$ cat config.mk
export PLATFORM = sky130hd
export DESIGN_NAME = mux_memoria_nch_arb
export DESIGN_NICKNAME = d
export VERILOG_FILES = /design/src/rtl/mux_memoria_nch_arb.sv
export SDC_FILE = /design/constraint.sdc
export NUM_CORES = 1
export LEC_CHECK = 0
export ABC_CLOCK_PERIOD_IN_PS = 5900
export BUFFER_PORTS_ARGS = -buffer_cell sky130_fd_sc_hd__buf_2
export CAP_MARGIN = 20
export CORE_UTILIZATION = 25
export CTS_CLUSTER_SIZE = 20
export DETAILED_ROUTE_END_ITERATION = 8
export SYNTH_ARGS = -nofsm -noshare
export SYNTH_HDL_FRONTEND = slang
export SYNTH_SLANG_ARGS = --single-unit
export TNS_END_PERCENT = 1
$ cat constraint.sdc
create_clock -name clk -period 5.9 [get_ports clk]
set_input_delay 0.59 -clock clk [delete_from_list [all_inputs] [get_ports clk]]
set_output_delay 0.59 -clock clk [all_outputs]
set_load 0.005 [all_outputs]
$ cat src/rtl/mux_memoria_nch_arb.sv
// N-channel FIFO mux: per-channel DEPTH-entry FIFOs drained by an arbiter into a registered
// valid/ready output stage. Define MUX_MEM_RR_EN for round-robin arbitration, else fixed priority.
module mux_memoria_nch_arb #(
  parameter int WIDTH = 8,
  parameter int NCH   = 2,
  parameter int DEPTH = 4
) (
  input  logic                   clk,
  input  logic                   reset,
  input  logic [NCH*WIDTH-1:0]   data_in,
  input  logic [NCH-1:0]         valid_in,
  input  logic                   out_ready,
  output logic [WIDTH-1:0]       data_out,
  output logic                   out_valid,
  output logic [$clog2(NCH)-1:0] out_ch,
  output logic [NCH-1:0]         fifo_full,
  output logic [NCH-1:0]         fifo_empty,
  output logic [NCH-1:0]         err_ovf
);
  localparam int CHW = $clog2(NCH);
  localparam int PW  = $clog2(DEPTH);
  localparam int CW  = PW + 1;

  logic [WIDTH-1:0] mem       [NCH][DEPTH];
  logic [PW-1:0]    wr_ptr    [NCH];
  logic [PW-1:0]    rd_ptr    [NCH];
  logic [CW-1:0]    count     [NCH];
  logic [CW-1:0]    count_nxt [NCH];
  logic [NCH-1:0]   push;
  logic [NCH-1:0]   pop;
  logic [NCH-1:0]   non_empty;
  logic             load;
  logic             any_ne;
  logic [CHW-1:0]   grant;
`ifdef MUX_MEM_RR_EN
  logic [CHW-1:0]   last_grant;
  logic [CHW-1:0]   idx;
  logic             found;
`endif

  // A full FIFO refuses the write even if it is popped on the same edge.
  always_comb begin
    for (int i = 0; i < NCH; i++) begin
      non_empty[i] = (count[i] != '0);
      push[i]      = valid_in[i] && (count[i] != CW'(DEPTH));
    end
  end

  assign any_ne = |non_empty;
  assign load   = !out_valid || out_ready;

`ifdef MUX_MEM_RR_EN
  always_comb begin
    grant = '0;
    found = 1'b0;
    idx   = (last_grant == CHW'(NCH - 1)) ? '0 : last_grant + 1'b1;
    for (int k = 0; k < NCH; k++) begin
      if (!found && non_empty[idx]) begin
        grant = idx;
        found = 1'b1;
      end
      idx = (idx == CHW'(NCH - 1)) ? '0 : idx + 1'b1;
    end
  end
`else
  always_comb begin
    grant = '0;
    for (int i = NCH - 1; i >= 0; i--) begin
      if (non_empty[i]) grant = CHW'(i);
    end
  end
`endif

  always_comb begin
    for (int i = 0; i < NCH; i++) begin
      pop[i]       = load && any_ne && (grant == CHW'(i));
      count_nxt[i] = count[i] + CW'(push[i]) - CW'(pop[i]);
    end
  end

  always_ff @(posedge clk) begin
    if (reset) begin
      for (int i = 0; i < NCH; i++) begin
        wr_ptr[i] <= '0;
        rd_ptr[i] <= '0;
        count[i]  <= '0;
      end
      data_out   <= '0;
      out_valid  <= 1'b0;
      out_ch     <= '0;
      fifo_full  <= '0;
      fifo_empty <= '1;
      err_ovf    <= '0;
`ifdef MUX_MEM_RR_EN
      last_grant <= CHW'(NCH - 1);
`endif
    end else begin
      for (int i = 0; i < NCH; i++) begin
        if (push[i]) wr_ptr[i] <= wr_ptr[i] + 1'b1;
        if (pop[i])  rd_ptr[i] <= rd_ptr[i] + 1'b1;
        count[i]      <= count_nxt[i];
        fifo_full[i]  <= (count_nxt[i] == CW'(DEPTH));
        fifo_empty[i] <= (count_nxt[i] == '0);
        err_ovf[i]    <= valid_in[i] && !push[i];
      end
      // When nothing is queued the stage empties but data_out keeps its last word.
      if (load) begin
        if (any_ne) begin
          data_out  <= mem[grant][rd_ptr[grant]];
          out_ch    <= grant;
          out_valid <= 1'b1;
`ifdef MUX_MEM_RR_EN
          last_grant <= grant;
`endif
        end else begin
          out_valid <= 1'b0;
        end
      end
    end
  end

  always_ff @(posedge clk) begin
    for (int i = 0; i < NCH; i++) begin
      if (!reset && push[i]) mem[i][wr_ptr[i]] <= data_in[i*WIDTH +: WIDTH];
    end
  end

endmodule

After elaboration in Yosys (flattened, before gate mapping)
Memories as Yosys holds them, arrays and structs flattened.
Index checks and enable logic that the tools add are counted.
W data, S select, Z words.

cells by class
  add/subtract/negate cells = 8
  multipliers = 0
  div/mod/pow operators = 0
  magnitude comparators = 5
  equal/unequal tests = 4
  shift-type cells = 0
  mux-type cells = 35
  bitwise operators = 10
  reduce and logical (&&, ||, !) cells = 22

operators with widths
  cell                   count
  $mux W32               2
  $demux W8 S2           2
  $mux W8                4
  $mux W1                20
  $bmux W8 S2            1
  $logic_and A1 B1 Y1    11
  $ge A3 B3 Y1 const B   3
  $not A2 Y3             3
  $add A2 B1 Y2 const B  4
  $mux W2                4
  $add A3 B1 Y3          2
  $eq A3 B3 Y1 const B   2
  $logic_not A3 Y1       2
  $lt A3 B1 Y1 const B   2
  $mux W3                2
  $ne A3 B3 Y1 const B   2
  $or A1 B1 Y1           6
  $reduce_bool A3 Y1     2
  $sub A3 B1 Y3          2
  $logic_not A1 Y1       4
  $reduce_and A2 Y1      1
  $reduce_or A2 Y1       1
  $logic_or A1 B1 Y1     1
  $not A1 Y1             1

word-level totals
  register bits = 16
  bits in latches = 0
  RAM bits = 78
  bits in read-only memories = 0
  logic and storage cells = 94
  memories kept = 4

memory list
  name    words  width  read ports  clocked after Yosys merged registers in  wr ports  line  text
  mem     2      32     1           0                                        2         24    logic [WIDTH-1:0] mem [NCH][DEPTH];
  count   2      3      2           0                                        2         27    logic [CW-1:0] count [NCH];
  rd_ptr  2      2      3           0                                        2         26    logic [PW-1:0] rd_ptr [NCH];
  wr_ptr  2      2      2           0                                        2         25    logic [PW-1:0] wr_ptr [NCH];

Depth between registers and ports, before layout
  depth after elaboration = 9
  depth in mapped cells = 13

Worst setup path before layout
Ideal clock, no wire load.

  path kind = register to register
  from = mem count[0][1] in the netlist's numbering
  to = reg fifo_full[1]
  arrival time = 2.465 ns
  data required time = 5.840 ns
  slack = 3.375 ns
  cell stages (with the launch flop) = 14
  clock period less this slack = 2.525 ns
  cells stage by stage = dfxtp_1 -> nor3_4 -> nand2b_1 -> buf_6 -> nor2_1 -> ha_1 -> inv_1 -> ha_1 -> inv_1 -> fa_1 -> xor2_1 -> and2_2 -> nor3_1 -> and3_1

RTL lines
  what                           line  text
  start, declared                27
  end signal, assigned by index  102   fifo_full[i] <= (count_nxt[i] == CW'(DEPTH));
  end, declared                  16    output logic [NCH-1:0] fifo_full,

==> metrics <==
Slew HR=53.2%; sequential fraction of the synthesis area=68.4%; synthesized netlist net count=269; PwrDens=467 nW/um^2; final hold violation count=0; synthesized area=3800 sq um; Worst EP arrival=3.33 ns; initial antenna violation count=0; core area=14700 sq um; hold_sp=data_in[3]; Crit Path Max Fanout=10; Critical R2R Launch=count[0][4]; Post-Synth Simple-Gate Area=8.55%; Critical Path RT=6.18 ns; GR Overflow Total=0; Crit-path slowest cell=nand2b_1; vias after detailed routing=1951; CTS root buf=clkbuf_16; multi-input logic area=1100 sq um; final setup fails=0; area delta synth->final=17.1%; Synth Register Bits=94; Worst Hold Class=in -> reg; top-count cell post-synth=edfxtp_1; synthesized area per cell=16.3 sq um; sequential cell area=2600 sq um; commonest cells in the synthesized netlist=72 x edfxtp_1, 26 x nor2_1, 22 x dfxtp_1; synth warn=0; worst path cell trace=nor3_4 -> nand2b_1 -> nor2_1 -> ha_1 -> inv_1 -> ha_1 -> inv_1 -> fa_1 -> xor2_1 -> and2_2 -> nor3_1 -> and3_1; post-synthesis mux area share=11.6%; Site Rows=44; post-CTS sizing=0; drt pass-1 iters=8; Post-synth ARST share=0%; Routed WL per cell=14.9 um; Final nets=307; Primary FF master, synth=edfxtp_1; largest net degree at the start of global routing=29; peak supply drop=0.000137 V; DIE WIDTH=125 um; hold_buf cts=0; placed insts=445; I/O Buffers=36; diodes inserted=0; CTS tree=built; number of synthesized flops with an enable pin=72; Post-Synth Adder-Cell Area=5.00%; GPL Wtd Cong=0.711; CP endpoint kind=register; crit path kind=reg -> reg; final instance area=4460 sq um; Tmin final=3.05 ns; DR iter-0 viols=91; vias in the first global route=2031; Fill cells=1422; final WL=6850 um; area leader, netlist=edfxtp_1; Die ar.=15700 sq um; pre-CTS setup slack=2.84 ns; first-pass GRT wire length=11000 um; Post-DP Area=4160 sq um; starting density of the core=25.9%; layout cells sized above 1=27.4%; Final Max Slew Viols=0; Final ANT Viol Nets=0; clock sinks=94; failing checks=design-rule violations; number of H-tree levels=3; fmax=328 MHz; Netlist cell types=30; CP startpoint=count[0][4]; Worst Hold Slack=0.463 ns; XOR/XNOR Fraction of Synth Area=0.921%; worst-margin pin slew=0.701 ns; Synth area leaders=edfxtp_1 57%, dfxtp_1 12%, mux4_2 9.5%; final setup margin=2.85 ns; status=complete, but fails checks; DRC=3; DP Wirelength=4860 um; Max-Cap Viols=0; main combinational cell family by area after synthesis=multiplexers; Finished Layout Cells=461; total CTS buffers=9; Synth Area in Compound Gates=2.96%; top cell type's share of synthesized area=56.8%; GRT Total Usage=9.49%; Leakage=0.00166 uW; Worst setup SP type=register; Sum Neg Setup Slack=0 ns; Chip Height=125 um; Final period util=51.7%; Vias/cell=4.23; clock-pin slew on the worst setup and hold paths=0.07 ns; later-pin clock latency in the skew report=0.34 ns; RSZ-0062 raised after global routing=no; Max Root-Sink Buffers=2; postcts setup bufs=0; IO Count=37; synthesized instance count=234; Critical Path Max Stage Delay=0.53 ns; clock skew=0.00721 ns
## final cells by class
type	instances	share of cell area [%]
clock buffers	9	5.05
clock inverters	7	1.57
inverters	12	1.01
multi-input cells	119	24.8
flip-flops and latches	94	58.4
well taps	184	5.17
repair buffers	36	4.04
## worst max-delay path: cells and delay by family, from the launching register on
family / cells / cell delay (ns)
DFF: 1 / 0.38
and+or+nand+nor: 6 / 1.56
buffers and inverters: 2 / 0.11
xor gates and xnor gates: 1 / 0.16
adders and majority gates: 3 / 0.80
## where the power goes
group          leakage [uW]  switching [uW]  internal [uW]  total, uW
Clock              0.000148             242            330        571
Sequential         0.000849             109            833        942
Combinational      0.000660             286            283        570
Total               0.00166             637           1450       2080
## path summary, 6_finish.rpt
| kind | to | slack (ns) | depth (start not counted) |
|---|---|---|---|
| worst min register to register | data_out[1] | 0.49 | 2 |
| worst min-delay path | mem[0][19] | 0.46 | 1 |
| worst max-delay path | fifo_full[1] | 2.85 | 12 |
| worst max register to register | fifo_full[1] | 2.85 | 12 |
## layout by cell type, fill, tap and decap left out, types with 2 or more instances in the layout
master,n
a21oi_1,4
fa_1,2
xnor2_1,2
and2_1,11
and3_1,2
mux4_2,16
ha_1,12
mux2i_1,8
nor3_4,2
nor2_1,26
clkbuf_16,9
inv_6,3
dfxtp_1,22
nand2b_1,4
clkinv_2,2
inv_1,12
xor2_1,2
nor3_1,6
buf_2,36
edfxtp_1,72
nor2b_1,3
or2_2,4
nand2_1,2
a211oi_1,8
## state kept, by name (all words and copies together), names as in the netlist
signal and flops:
count 6, data_out 8, err_ovf 2, fifo_empty 2, fifo_full 2, mem 64
out_ch 1, out_valid 1, rd_ptr 4, wr_ptr 4
## logic make-up (layout without fill, tap and decap cells)
kind of cell,after synthesis,count (layout)
DFF,94,94
and+or+nand+nor,61,61
muxes,24,24
buffers and inverters,21,64
AOI/OAI and AO/OA,16,16
adders and majority gates,14,14
xor gates and xnor gates,4,4
## stage by stage
step | utilization [%] | power (uW)
floorplan | - | 1370
global placement | 28.3 | 1520
detailed placement | 28.3 | 1540
CTS | 30.3 | 2110
global route | 30.3 | 2210
finish | 30.3 | 2080
## layer usage
layer	vias to the layer above	routed length [um]	GRT usage (%)
li1	947	-	-
met1	967	3010	11.1
met2	27	3390	16.1
met3	10	320	2.87
met4	0	124	4.09
met5	-	0	0
(Power assumes the default switching activity.)
